File: config.mk
export PLATFORM = sky130hd
export DESIGN_NAME = pipelined_carry_skip_adder
export DESIGN_NICKNAME = d
export VERILOG_FILES = /design/src/rtl/pipelined_carry_skip_adder.sv
export SDC_FILE = /design/constraint.sdc
export NUM_CORES = 1
export LEC_CHECK = 0
export ABC_AREA = 0
export CORE_ASPECT_RATIO = 2
export CORE_MARGIN = 3
export CORE_UTILIZATION = 55
export DETAILED_ROUTE_END_ITERATION = 10
export MAX_ROUTING_LAYER = met4
export PLACE_DENSITY = 0.76
export SETUP_SLACK_MARGIN = 0.15
export SKIP_LAST_GASP = 1
export SLEW_MARGIN = 20
export SYNTH_ARGS = -nofsm -noshare
export SYNTH_HDL_FRONTEND = slang
export SYNTH_SLANG_ARGS = --single-unit
File: constraint.sdc
create_clock -name clk -period 5.3 [get_ports clk]
set_input_delay 0.795 -clock clk [delete_from_list [all_inputs] [get_ports clk]]
set_output_delay 0.795 -clock clk [all_outputs]
set_load 0.05 [all_outputs]
File: src/rtl/pipelined_carry_skip_adder.sv
// Purpose: pipelined carry-skip adder, one BLOCK-bit carry-skip block per stage, with signed overflow and per-block skip flags.
// Latency: WIDTH/BLOCK cycles from input accept to out_valid; one result per cycle when not stalled.
// Backpressure: whole pipeline freezes while out_valid && !out_ready; in_ready depends only on out_valid/out_ready.
module pipelined_carry_skip_adder #(
    parameter int WIDTH = 16,
    parameter int BLOCK = 4
) (
    input  logic                   clk,
    input  logic                   rst,
    input  logic                   in_valid,
    output logic                   in_ready,
    input  logic [WIDTH-1:0]       a,
    input  logic [WIDTH-1:0]       b,
    input  logic                   cin,
    output logic                   out_valid,
    input  logic                   out_ready,
    output logic [WIDTH-1:0]       sum,
    output logic                   cout,
    output logic                   ovf,
    output logic [WIDTH/BLOCK-1:0] skip
);
    localparam int NBLK = WIDTH / BLOCK;

    // A partial final block would silently drop operand bits, so refuse to elaborate.
    if ((BLOCK < 1) || ((WIDTH % BLOCK) != 0)) begin : g_bad_params
        $fatal(1, "pipelined_carry_skip_adder: WIDTH must be a non-zero multiple of BLOCK");
    end

    // Stage registers. Stage k holds the transaction after block k has been added:
    // sum bits below (k+1)*BLOCK, the block carry-out, skip flags so far, and the
    // full operands (the next stage only consumes the bits above its own block).
    logic [NBLK-1:0]  r_vld;
    logic [NBLK-1:0]  r_carry;
    logic [WIDTH-1:0] r_a    [NBLK];
    logic [WIDTH-1:0] r_b    [NBLK];
    logic [WIDTH-1:0] r_sum  [NBLK];
    logic [NBLK-1:0]  r_skip [NBLK];
    logic             r_ovf;

    // Per-stage inputs (from the previous stage or the ports) and next-state values.
    logic             w_adv;
    logic [NBLK-1:0]  w_vld_in;
    logic [NBLK-1:0]  w_c_in;
    logic [NBLK-1:0]  w_c_nxt;
    logic [WIDTH-1:0] w_a_in     [NBLK];
    logic [WIDTH-1:0] w_b_in     [NBLK];
    logic [WIDTH-1:0] w_sum_in   [NBLK];
    logic [WIDTH-1:0] w_sum_nxt  [NBLK];
    logic [NBLK-1:0]  w_skip_in  [NBLK];
    logic [NBLK-1:0]  w_skip_nxt [NBLK];
    logic             w_ovf_nxt;

    // The pipeline moves as a unit: it advances unless a finished result is blocked.
    assign w_adv    = !out_valid || out_ready;
    assign in_ready = w_adv;

    for (genvar k = 0; k < NBLK; k++) begin : g_stage
        logic [BLOCK-1:0] w_blk_a;
        logic [BLOCK-1:0] w_blk_b;
        logic [BLOCK-1:0] w_blk_sum;
        logic             w_blk_rco;
        logic             w_blk_p;

        if (k == 0) begin : g_first
            assign w_vld_in[0]  = in_valid;
            assign w_c_in[0]    = cin;
            assign w_a_in[0]    = a;
            assign w_b_in[0]    = b;
            assign w_sum_in[0]  = '0;
            assign w_skip_in[0] = '0;
        end else begin : g_next
            assign w_vld_in[k]  = r_vld[k-1];
            assign w_c_in[k]    = r_carry[k-1];
            assign w_a_in[k]    = r_a[k-1];
            assign w_b_in[k]    = r_b[k-1];
            assign w_sum_in[k]  = r_sum[k-1];
            assign w_skip_in[k] = r_skip[k-1];
        end

        assign w_blk_a = w_a_in[k][k*BLOCK +: BLOCK];
        assign w_blk_b = w_b_in[k][k*BLOCK +: BLOCK];

        // Ripple sum of the block; the skip mux below only replaces its carry-out.
        assign {w_blk_rco, w_blk_sum} = {1'b0, w_blk_a} + {1'b0, w_blk_b}
                                      + {{BLOCK{1'b0}}, w_c_in[k]};

        // All bits propagate: carry-in passes straight through on the skip path.
        assign w_blk_p    = &(w_blk_a ^ w_blk_b);
        assign w_c_nxt[k] = w_blk_p ? w_c_in[k] : w_blk_rco;

        // Bits above the finished blocks are always zero, so OR-ing in the new block is exact.
        assign w_sum_nxt[k]  = w_sum_in[k]  | (WIDTH'(w_blk_sum) << (k*BLOCK));
        assign w_skip_nxt[k] = w_skip_in[k] | (NBLK'(w_blk_p) << k);
    end

    // Overflow is resolved in the last stage so it is registered alongside sum and cout.
    assign w_ovf_nxt = (w_a_in[NBLK-1][WIDTH-1] == w_b_in[NBLK-1][WIDTH-1])
                    && (w_sum_nxt[NBLK-1][WIDTH-1] != w_a_in[NBLK-1][WIDTH-1]);

    // Shift every stage forward on advance, hold everything on stall, flush on reset.
    always_ff @(posedge clk) begin
        if (rst) begin
            r_vld   <= '0;
            r_carry <= '0;
            r_ovf   <= 1'b0;
            for (int k = 0; k < NBLK; k++) begin
                r_a[k]    <= '0;
                r_b[k]    <= '0;
                r_sum[k]  <= '0;
                r_skip[k] <= '0;
            end
        end else if (w_adv) begin
            r_vld   <= w_vld_in;
            r_carry <= w_c_nxt;
            r_ovf   <= w_ovf_nxt;
            for (int k = 0; k < NBLK; k++) begin
                r_a[k]    <= w_a_in[k];
                r_b[k]    <= w_b_in[k];
                r_sum[k]  <= w_sum_nxt[k];
                r_skip[k] <= w_skip_nxt[k];
            end
        end
    end

    assign out_valid = r_vld[NBLK-1];
    assign sum       = r_sum[NBLK-1];
    assign cout      = r_carry[NBLK-1];
    assign ovf       = r_ovf;
    assign skip      = r_skip[NBLK-1];

endmodule
==> run summary, run 1 <==
Summed over all failing endpoints, the final setup total negative slack is 0 ns. Counting stages on the worst path, the most repeated cell is sky130_fd_sc_hd__clkdlybuf4s50_1. The length of routed wiring on met1 came out at around 2.6 mm. The clock edge transition at the registers on the reported setup and hold paths is approximately 0.07 ns. Yosys attributes the largest share of cell area to sky130_fd_sc_hd__edfxtp_1 64%, sky130_fd_sc_hd__and2_1 11%, sky130_fd_sc_hd__ha_1 4.3%, sky130_fd_sc_hd__dfxtp_1 3.9%, sky130_fd_sc_hd__fa_1 3.5%. The average via count per standard cell is between 5 and 6. The clock root buffer is sky130_fd_sc_hd__clkbuf_16.

The worst setup path is captured at an output port. The floorplan die area came out at approximately 9600 um^2. The portion of synthesized area spent on multiplexers is 0%. After clock tree synthesis, the flow added hold-fix buffers numbering 0. The number of design rule violations left after detail routing is 0. The wire length of the first global-routing pass came out at roughly 12 mm. The final non-filler cell area is between 5000 and 6000 um^2.

The detailed-routing iteration count for the pre-antenna-repair pass came out at 6. The clock latency reported for the late side of the worst-skew pair came out at about 0.35 ns. In this run the power density over the cells is between 300 and 400 nW/um^2.

The flow ran to the end, and the final reports show no timing, DRC or antenna violations. The post-synthesis to final-layout area growth came out at 21.5%. The initial utilization of the core area, before any placement, comes to between 50% and 60%. The switching power is approximately 0.0004 W. The worst min-delay path class is reg -> reg.

The worst setup path is launched from a primary input. The clock passes through at most 2 buffers. The share of post-route cells with drive strength above 1 is 5.47%. The register share of total power came out at a little under three fifths. Traced cell by cell, the critical path runs through clkdlybuf4s50_1, nor2b_4, inv_2, clkdlybuf4s50_1.

The number of buffers inserted by post-CTS setup repair is 0. Setup repair after global routing left no endpoint under its margin. Data on the critical path arrives at its endpoint at between 2 and 3 ns.

In this run, the number of DRC markers left after iteration 0 of detailed routing was about 240. The synthesized netlist devotes ~3.1% of its cell area to compound gates. The TritonCTS sink count came out at ~110.

The global-route usage over all layers came out at between 15 and 20%. The number of clock buffers added by TritonCTS is 9. Counting flops and latches in the post-synthesis netlist gives 107. The x dimension of the die came out at 70.7 um. The maximum operating frequency came out at between 200 and 300 MHz. The number of port buffers is 60. The area share of the largest cell type after synthesis is 63.9%. The cell area reported after detailed placement is ~5300 um^2. The slowest stage of the critical path is the sky130_fd_sc_hd__clkdlybuf4s50_1 cell. The critical path required time is ~4.5 ns. The cell area after technology mapping is approximately 4600 um^2.

The average wire per standard cell is between 10 and 15 um. The number of setup violations in the final report is 0. The critical path contains buffers and inverters numbering 3 combined. The via count of the first global-routing pass is 2615. TritonCTS built the clock tree. The XOR/XNOR share of the synthesized area came out at 0.190%. Summed over all nets, wire length on met3 after detailed routing comes to 289 um. The clock share of power is 35.6%. The routed via count came out at 2562. The most frequent standard cell in the layout excluding fill and tap cells is sky130_fd_sc_hd__edfxtp_1. The number of H-tree levels came out at 3. By area, the combinational part of the netlist is dominated by simple AND/OR/NAND/NOR gates. After detailed routing, no signal wire sits above met4. At the pin with the least slew margin, the transition time is roughly 0.95 ns. The worst setup path is of the in -> out kind. The worst ir drop on vdd is 0.200 mV. The maximum single-stage delay on the critical path is 0.74 ns. The row count is 46. The final-layout worst hold slack came out at between 0.4 and 0.5 ns. Among cell families on the critical path, the largest total delay comes from buffers and inverters.

Routability-driven placement finished with a final weighted congestion of between 0.7 and 0.8. The logic gate share of total power is roughly 9%. The sequential fraction of the synthesis area came out at between 60% and 70%. The count of cell types in the netlist came out at 29.

The switching share of power came out at 22.5%. Headroom to the max-slew limit came out at 37.0%. The core region is between 8000 and 9000 um^2. The pin count of the biggest net entering global routing is 75.

The gate count of the mapped netlist came out at approximately 340. The initial antenna violation count came out at 0. The shortest period the worst path allows came out at around 3.3 ns. The net count of the finished layout came out at 458. The cell taking the most area after synthesis is sky130_fd_sc_hd__edfxtp_1.

The share of synthesized cell area in full adder, half adder and majority cells is between 7 and 8%. The worst clock skew on the final layout is 0.00705 ns. The count of synthesis-stage warnings from yosys came out at 0. The cell-internal power came out at ~0.0014 W. The number of antenna-violating nets in the routed design is 0. The post-detailed-routing wire length is 7.18 mm. In this run the static leakage power is 2.25 nW. The final-report max-slew violation count is 0.

After global routing the overflow that remains totals 0. The synthesized netlist net count came out at 398. The overall die height came out at between 100 and 150 um. The count of cells resized by post-cts repair is 0. 0 antenna diodes ended up in the layout. A synthesized cell averages approximately 14 um^2. In the layout the commonest cells are 98 x sky130_fd_sc_hd__edfxtp_1, 78 x sky130_fd_sc_hd__and2_1, 60 x sky130_fd_sc_hd__clkdlybuf4s50_1, 26 x sky130_fd_sc_hd__inv_1, 19 x sky130_fd_sc_hd__nor2_1. The final clock period utilization by the worst path came out at roughly 63%. The post-synthesis share of cell area spent on and, or, nand and nor gates is between 10% and 20%. The total of max-cap violations is 0. The I/O pin count is between 60 and 70. Of all nets on the critical path, the largest fanout is 14.

The HPWL after detailed placement came out at 4.95 mm. The count of final hold-check violations came out at 0. The sum of met2 wire segment lengths after detailed routing is between 4 and 5 mm. The slack of the worst reg-to-reg path is between 3 and 4 ns.
synth_stat cells:
library cell                n
sky130_fd_sc_hd__edfxtp_1  98
sky130_fd_sc_hd__and2_1    78
sky130_fd_sc_hd__inv_1     26
sky130_fd_sc_hd__nor2_1    19
sky130_fd_sc_hd__ha_1      16
sky130_fd_sc_hd__nand2_1   12
sky130_fd_sc_hd__nor2b_1   11
sky130_fd_sc_hd__dfxtp_1    9
sky130_fd_sc_hd__fa_1       8
sky130_fd_sc_hd__a21oi_1    7
sky130_fd_sc_hd__nor3_1     7
sky130_fd_sc_hd__o21ai_0    7
sky130_fd_sc_hd__buf_2      6
sky130_fd_sc_hd__clkbuf_1   6
sky130_fd_sc_hd__a311oi_1   4
sky130_fd_sc_hd__nand4_1    4
sky130_fd_sc_hd__o22ai_1    4
sky130_fd_sc_hd__and3_1     3
sky130_fd_sc_hd__nand2b_1   2
sky130_fd_sc_hd__buf_6      1
sky130_fd_sc_hd__inv_2      1
sky130_fd_sc_hd__nand3b_1   1
sky130_fd_sc_hd__nor2_2     1
sky130_fd_sc_hd__nor2b_4    1
sky130_fd_sc_hd__nor4_1     1
sky130_fd_sc_hd__o211ai_1   1
sky130_fd_sc_hd__o21ai_1    1
sky130_fd_sc_hd__or4b_1     1
sky130_fd_sc_hd__xnor2_1    1
cell type report:
type / instances / area [um^2]
flip-flops and latches: 107 / 3120
inverters: 27 / 101
clock inverters: 7 / 60.1
fillers: 570 / 2460
clock buffers: 9 / 225
multi-input cells: 190 / 1330
repair buffers: 62 / 636
well taps: 96 / 120
metrics by stage:
step                      utilization, %  setup slack, ns  total power [W]  std cells
after floorplan                        -             1.37          0.00109        337
after global placement              65.6             2.00          0.00115        481
after detailed placement            65.9             1.96          0.00116        482
after CTS                           69.5             1.95          0.00178        498
after global routing                69.5             1.88          0.00184        498
final                               69.5             1.96          0.00177        498
path summary, 6_finish.rpt:
kind | start | end | depth (start not counted)
max | out_ready | in_ready | 4
min | r_vld[1]$_SDFFE_PP0P_ | r_vld[1]$_SDFFE_PP0P_ | 2
max reg2reg | r_vld[3]$_SDFFE_PP0P_ | r_a[0][7]$_SDFFCE_PN0P_ | 3
min reg2reg | r_vld[1]$_SDFFE_PP0P_ | r_vld[1]$_SDFFE_PP0P_ | 2
flip-flops by register name, summed over array words and instances (netlist names):
signal,flops
r_b,24
r_a,24
r_carry,4
r_sum,40
ovf,1
r_skip,10
r_vld,4
cell families after synthesis:
family | Yosys count
xor+xnor | 1
buf+inv | 40
simple gates | 141
fa+ha+maj | 24
flops | 107
compound gates | 24
layer usage:
| metal | vias up | track usage [%] |
|---|---|---|
| met3 | 14 | 3.79 |
| met1 | 1216 | 17.6 |
| li1 | 1274 | - |
| met4 | 0 | 8.16 |
| met5 | - | - |
| met2 | 58 | 29.1 |
power by group through the flow:
stage	logic (W)	registers [W]	clock network, W
after global placement	0.000151	0.000997	0
after floorplan	0.0000721	0.00102	0
final	0.000159	0.000980	0.000628
after detailed placement	0.000161	0.000999	0
after global routing	0.000176	0.000984	0.000680
after CTS	0.000161	0.000980	0.000643
worst reg2reg max path: cells and delay by family, from the launching register on:
kind / cells / cell delay (ns)
AND/OR/NAND/NOR: 2 / 0.95
buffers and inverters: 1 / 0.49
flip-flops: 1 / 0.33
No activity file was read; power rests on OpenSTA's default activity.
==> inputs of run 2 (changes only) <==
- CORE_UTILIZATION: 55 -> 49
- PLACE_DENSITY: 0.76 -> 0.71
- clock period: 5.3 -> 2.7 ns (I/O delays scaled with it)
==> run summary, run 2 (synthesis results as in run 1) <==
The register bank with the most flops is r_sum. The worst ir drop on vdd is 0.366 mV (+83%). The row count is 49 (+6.5%). The net count of the finished layout is 462 (+0.87%). The x dimension of the die is 74.6 um (+5.4%). The average wire per standard cell is 13.8 um (-4.3%). The maximum clock insertion buffer count came out at 2 (unchanged). The number of antenna-violating nets in the routed design came to 0 (unchanged). STA classifies the critical path endpoint as a flip-flop. The static power due to leakage was 2.30 nW (+2.3%).

In this run the most critical hold path is launched from r_vld[0]$_SDFFE_PP0P_. The number of non-filler instances in the completed layout is 508 (+2.0%). The clock latency reported for the late side of the worst-skew pair came out at 0.35 ns (about the same). The worst setup path is launched from a primary input. The number of port buffers is 60 (unchanged).

The post-detailed-routing wire length came out at 7.01 mm (-2.4%). In this run the critical register-to-register path is launched from r_carry[0]$_SDFFE_PP0P_. The relative slew slack came out at 57.3% (+20 points). The clock share of power came out at 40.0% (+4.4 points). The slack of the worst reg-to-reg path came out at 0.70 ns (-2.55 ns). The global-route usage over all layers came to 14.9% (-1.9 points). The transition time at the pin with the least slew margin is 0.639 ns (-0.306 ns). The floorplan die area was 10700 um^2 (+11%). The detailed-routing iteration count for the pre-antenna-repair pass came out at 4 (-2).

The switching power came out at 0.000766 W (+93%). The number of design rule violations left after detail routing came out at 0 (unchanged). The largest fanout on the critical path is 2 (-12). The routed via count is 2588 (+1.0%). The cell-internal power came to 0.00296 W (+120%). The worst clock skew on the final layout is 0.00527 ns (-0.00177 ns).

The total overflow reported by the global router is 0 (unchanged). The run finished with clean final reports. In the layout the commonest cells are 98 x sky130_fd_sc_hd__edfxtp_1, 78 x sky130_fd_sc_hd__and2_1, 59 x sky130_fd_sc_hd__clkdlybuf4s50_1, 26 x sky130_fd_sc_hd__inv_1, 19 x sky130_fd_sc_hd__nor2_1.

The number of inserted diodes came to 0 (unchanged). The critical path goes through clkdlybuf4s50_1, inv_1, fa_1, fa_1, nor2b_1, o21ai_0, a311oi_1. The critical path required time is 2.95 ns (-1.56 ns). The TritonCTS sink count came out at 107 (unchanged).

The worst hold path belongs to the class reg -> reg. The number of fill cells in the layout is 698 (+22%). TritonCTS built the clock tree.

The share of post-route cells with drive strength above 1 is 6.65% (+1.2 points). The wire length of the first global-routing pass is 11.3 mm (-3.5%). The critical path is of the in -> reg type. The number of setup violations in the final report is 0 (unchanged).

The number of buffers inserted by post-CTS setup repair came to 0 (unchanged). The cell area power density was 653 nW/um^2 (+110%). The logic gate share of total power is 8.4% (-0.6 points). The worst endpoint data arrival time is 2.36 ns (-0.18 ns). The number of H-tree levels came out at 3 (unchanged). The maximum single-stage delay on the critical path came out at 0.50 ns (-0.24 ns). The violation count after the first detailed-routing iteration is 127 (-46%). Among the stages of the critical path, the cell type that occurs most often is sky130_fd_sc_hd__fa_1. In the final layout, the registers with the most flip-flops are r_sum (40), r_a (24), r_b (24).

The HPWL after detailed placement came out at 4.94 mm (-0.18%). The count of final hold-check violations is 0 (unchanged). The number of instances on the worst hold path came out at 2 (unchanged). The number of flip-flops in the largest register came out at 40 (unchanged).

On the critical path, the stage with the largest delay is an instance of sky130_fd_sc_hd__clkdlybuf4s50_1. The via count of the first global-routing pass is 2577 (-1.5%). The clock edge transition at the registers on the reported setup and hold paths came out at 0.07 ns (about the same). The most critical setup path has its startpoint at a[0]. The setup TNS came out at 0 ns (unchanged). The final estimated routing congestion in global placement is 0.847 (+7.8%). The initial antenna violation count came to 0 (unchanged). The total of max-cap violations came to 0 (unchanged). The final-report max-slew violation count came out at 0 (unchanged). The register share of total power came to 51.6% (-3.9 points).

The tree is rooted in a sky130_fd_sc_hd__clkbuf_16. Setup repair after global routing left no endpoint under its margin. The final clock period utilization by the worst path came out at between 70% and 80%. The maximum operating frequency came out at about 470 MHz. The count of cells along the worst register-to-register path came to 6 (+3). The number of CTS-inserted buffers is 9 (unchanged).

The post-synthesis to final-layout area growth came out at 23.9%. The count of cells resized by post-cts repair was 0 (unchanged). The total of hold buffers inserted after clock tree synthesis is 0 (unchanged). The pin count of the biggest net entering global routing is 50 (-33%). The switching share of power came out at 20.6% (-2.0 points).

The path with the worst hold slack has its endpoint at r_vld[0]$_SDFFE_PP0P_. The shortest period the worst path allows came out at 2.11 ns. The average via count per standard cell is 5.09 (-0.97%). The worst register-to-register path ends at r_carry[1]$_SDFFE_PP0P_.

The cell total after placement came out at 492 (+2.1%). The initial core utilization is 50.8% (-6.4 points). The I/O pin count is 61 (unchanged).

The overall die height is 143 um (+5.7%). The standard cell core area is 9070 um^2 (+13%). The most frequent standard cell in the layout excluding fill and tap cells is sky130_fd_sc_hd__edfxtp_1.
## run 2: worst max-delay path: cells and delay by family
family                     cells  cell delay (ns)
AOI/OAI and AO/OA              2             0.37
adders and majority gates      2             0.86
buffers and inverters          2             0.57
and+or+nand+nor                1             0.15
## run 2: worst max path at each step
stage                                to  slack (ns)  cells after the start
2_1_floorplan  r_a[0][10]$_SDFFCE_PN0P_        0.60                      3
3_3_place_gp    r_carry[0]$_SDFFE_PP0P_        0.36                      7
3_5_place_dp    r_carry[0]$_SDFFE_PP0P_        0.20                      7
4_1_cts         r_carry[0]$_SDFFE_PP0P_        0.56                      7
5_1_grt         r_carry[0]$_SDFFE_PP0P_        0.49                      7
6_report        r_carry[0]$_SDFFE_PP0P_        0.59                      7
## run 2: power groups by stage
stage | clock, W | sequential [W] | combinational (W)
floorplan | 0 | 0.00200 | 0.000142
global placement | 0 | 0.00196 | 0.000301
detailed placement | 0 | 0.00196 | 0.000317
CTS | 0.00152 | 0.00192 | 0.000319
global route | 0.00159 | 0.00193 | 0.000346
finish | 0.00149 | 0.00192 | 0.000315
## run 2: through the flow
stage          cell area (um^2)  total power [W]  worst slack [ns]  hold WS, ns  utilization (%)
2_1_floorplan              4620          0.00215             0.603        0.432                -
3_3_place_gp               5330          0.00226             0.356        0.440             58.8
3_5_place_dp               5360          0.00228             0.196        0.461             59.1
4_1_cts                    5710          0.00377             0.564        0.472             62.9
5_1_grt                    5710          0.00387             0.489        0.488             62.9
6_report                   5710          0.00373             0.589        0.467             62.9
## run 2: routing by layer
layer  routed length [um]  share of wire (%)  vias to the layer above  track usage [%]
met5                    0                  0                        -                -
met4                  251                3.6                        0             8.63
met3                  300                4.3                       20             3.74
met2                 3840                 55                       64             25.0
met1                 2610                 37                     1219             15.1
li1                     -                  -                     1285                -
## run 2: final cells by class
type / count / area (um^2) / share of cell area [%]
Clock inverter: 7 / 125 / 2.19
Multi-Input combinational cell: 190 / 1330 / 23.3
Sequential cell: 107 / 3120 / 54.7
Inverter: 27 / 101 / 1.77
Clock buffer: 9 / 225 / 3.94
Timing Repair Buffer: 66 / 676 / 11.8
Tap cell: 102 / 128 / 2.23
==> inputs of run 3 (changes only) <==
- clock period: 2.7 -> 1.8 ns (I/O delays scaled with it)
==> run summary, run 3 (synthesis results as in run 1) <==
The worst min-delay path class is reg -> reg. The logic gate share of total power came to 9.5% (+1.1 points). The worst register-to-register path begins at r_b[0][44]$_SDFFCE_PN0P_. The average via count per standard cell was 5.15 (+1.1%). The post-detailed-routing wire length came out at 7.53 mm (+7.4%).

The largest fanout on the critical path is 2 (unchanged). Setup repair after global routing could not meet its margin everywhere. The worst setup path startpoint is r_b[0][44]$_SDFFCE_PN0P_. By startpoint and endpoint, the worst setup path is classified as reg -> reg. The overall die height came out at 143 um (unchanged). The worst register-to-register path ends at r_carry[3]$_SDFFE_PP0P_. The maximum single-stage delay on the critical path was 0.40 ns (-0.10 ns). The clock edge transition at the registers on the reported setup and hold paths came to 0.07 ns (about the same). The shortest period the worst path allows is about 1.8 ns. The total of max-cap violations is 0 (unchanged). The relative slew slack came out at 59.1% (+1.9 points).

The register share of total power came out at 52.4% (+0.8 points). The net count of the finished layout is 485 (+5.0%). The number of fill cells in the layout came out at 679 (-2.7%). The largest registers in the layout are r_sum (40), r_a (24), r_b (24). The final-report max-slew violation count was 0 (unchanged). The number of design rule violations left after detail routing is 0 (unchanged). The I/O pin count came to 61 (unchanged). The detailed-routing iteration count for the pre-antenna-repair pass is 4 (unchanged). STA classifies the critical path startpoint as a flip-flop.

The worst ir drop on vdd came out at 0.613 mV (+67%). The number of H-tree levels is 3 (unchanged). The number of CTS-inserted buffers came out at 9 (unchanged). The number of flip-flops in the largest register came out at 40 (unchanged). The number of setup violations in the final report came to 0 (unchanged). The switching share of power is 21.4% (+0.81 points).

The length of routed wiring on met1 was 2.81 mm (+7.5%). The slack of the worst reg-to-reg path came to 0.04 ns (-0.66 ns). The number of antenna-violating nets in the routed design came out at 0 (unchanged). The clock tree from TritonCTS is built. The switching power is 0.00117 W (+53%). The number of inserted diodes came out at 0 (unchanged). The post-synthesis to final-layout area growth came out at 29.5%. The static power due to leakage came out at 2.54 nW (+10%). The sum of met2 wire segment lengths after detailed routing came out at 4.18 mm (+8.7%).

The share of post-route cells with drive strength above 1 was 21.0% (+14 points). The total overflow reported by the global router came out at 0 (unchanged). The TritonCTS sink count came out at 107 (unchanged). In this design, the critical path's most frequently occurring cell is sky130_fd_sc_hd__fa_2. The via count of the first global-routing pass is 2603 (+1.0%). The x dimension of the die is 74.6 um (unchanged). The row count was 49 (unchanged). The clock share of power came out at 38.1% (-1.9 points). Among all stages on the critical path, the largest delay is contributed by sky130_fd_sc_hd__edfxtp_1.

For this run, the top clock speed supported by timing is 567 MHz. The initial core utilization came out at 50.8% (unchanged). The floorplan die area is 10700 um^2 (unchanged). The violation count after the first detailed-routing iteration was 184 (+45%). The global-route usage over all layers is 14.8% (-0.021 points). The HPWL after detailed placement came out at 4.89 mm (-1.1%). The run finished with clean final reports.

The routed via count came out at 2734 (+5.6%). The final clock period utilization by the worst path is between 90% and 100%. The final estimated routing congestion in global placement came out at 0.824 (-2.8%). The signal on the critical path passes through inv_2, fa_2, fa_2, nor2b_4, o21ai_2, a311oi_2. The worst clock skew on the final layout is 0.00578 ns (+0.000505 ns). The pin count of the biggest net entering global routing is 47 (-6.0%). The wire length of the first global-routing pass is 11.6 mm (+2.5%). The worst endpoint data arrival time came out at 2.03 ns (-0.33 ns). The setup TNS is 0 ns (unchanged). In the layout the commonest cells are 98 x sky130_fd_sc_hd__edfxtp_1, 78 x sky130_fd_sc_hd__and2_1, 33 x sky130_fd_sc_hd__clkdlybuf4s50_1, 29 x sky130_fd_sc_hd__buf_4. The standard cell core area came out at 9070 um^2 (unchanged).

The maximum clock insertion buffer count came out at 2 (unchanged). The critical path required time came out at 2.06 ns (-0.89 ns). The length of routed met3 wiring is 354 um (+18%). The cell area power density came out at 922 nW/um^2 (+41%). The detailed router used layers up to and including met4. The total power after layout came out at 0.00550 W (+48%). The count of cells along the worst register-to-register path came to 6 (unchanged). The register bank with the most flops is r_sum. The root buffer cell chosen for the clock tree is sky130_fd_sc_hd__clkbuf_16. The number of port buffers came out at 60 (unchanged). The average wire per standard cell was 14.2 um (+2.7%). The total of hold buffers inserted after clock tree synthesis is 0 (unchanged). The cell-internal power was 0.00433 W (+46%). The library cell used most frequently in the layout, excluding fill and tap cells, is sky130_fd_sc_hd__edfxtp_1.

The transition time at the pin with the least slew margin came out at 0.612 ns (-0.0272 ns). The initial antenna violation count is 0 (unchanged). The worst setup path is captured at a flip-flop. The clock latency reported for the late side of the worst-skew pair is 0.34 ns (about the same).

Following the worst setup path forward leads to its endpoint at r_carry[3]$_SDFFE_PP0P_. The count of final hold-check violations came out at 0 (unchanged).
[run 3: cell types whose count changed in the layout (fill, tap and decap cells not counted), sizes merged]
cell,change
buf,+29
clkdlybuf4s50,-26
dlygate4sd2,+19
clkinv,+2
bufinv,-1
clkinvlp,-1
nor2,+1
[run 3: critical path, delay by kind of cell, from the launching register on]
| family | cells | cell delay, ns |
|---|---|---|
| flops | 1 | 0.40 |
| simple gates | 1 | 0.14 |
| fa+ha+maj | 2 | 0.76 |
| buf+inv | 1 | 0.05 |
| compound gates | 2 | 0.33 |
[run 3: how the worst min path moves through the flow]
stage / startpoint / to / slack, ns / depth (start not counted)
after floorplan: in_valid / r_vld[0]$_SDFFE_PP0P_ / 0.41 / 2
after global placement: r_vld[1]$_SDFFE_PP0P_ / r_vld[1]$_SDFFE_PP0P_ / 0.44 / 2
after detailed placement: r_vld[0]$_SDFFE_PP0P_ / r_vld[0]$_SDFFE_PP0P_ / 0.45 / 2
after CTS: r_vld[0]$_SDFFE_PP0P_ / r_vld[0]$_SDFFE_PP0P_ / 0.46 / 2
after global routing: r_vld[1]$_SDFFE_PP0P_ / r_vld[1]$_SDFFE_PP0P_ / 0.48 / 2
final: r_vld[1]$_SDFFE_PP0P_ / r_vld[1]$_SDFFE_PP0P_ / 0.46 / 2
[run 3: power groups by stage]
stage	sequential, W	combinational, W	clock (W)
final	0.00288	0.000520	0.00210
after global routing	0.00289	0.000575	0.00225
after CTS	0.00288	0.000493	0.00213
after detailed placement	0.00294	0.000483	0
after global placement	0.00293	0.000456	0
after floorplan	0.00300	0.000215	0
[run 3: per-layer routing]
layer  track usage [%]  vias to the layer above
met4              6.47                        0
met2              25.8                       81
met3              2.82                       16
li1                  -                     1337
met1              15.9                     1300
met5                 -                        -
[run 3: what timing repair did]
action	4_1_cts	5_1_grt
setup endpoints to repair	29	59
buffers inserted	7	4
resized for setup	42	22
gates cloned	0	1
pin swaps	7	12
[run 3: area by class of cell]
cell class | count | area, um^2 | area share, %
sequential | 107 | 3130 | 52.5
multi-input combinational | 191 | 1440 | 24.1
timing repair buffer | 88 | 840 | 14.1
clock buffer | 9 | 225 | 3.77
tap | 102 | 128 | 2.14
inverter | 27 | 104 | 1.74
clock inverter | 7 | 101 | 1.70
[run 3: per-stage QoR]
step	cell area (um^2)	hold WS [ns]	util, %	setup WS [ns]	cells
after floorplan	4640	0.410	-	0.0384	337
after global placement	5440	0.439	59.9	-0.392	502
after detailed placement	5460	0.449	60.2	-0.491	503
after CTS	5860	0.459	64.6	0.0341	526
after global routing	5970	0.481	65.8	-0.0583	531
final	5970	0.460	65.8	0.0352	531
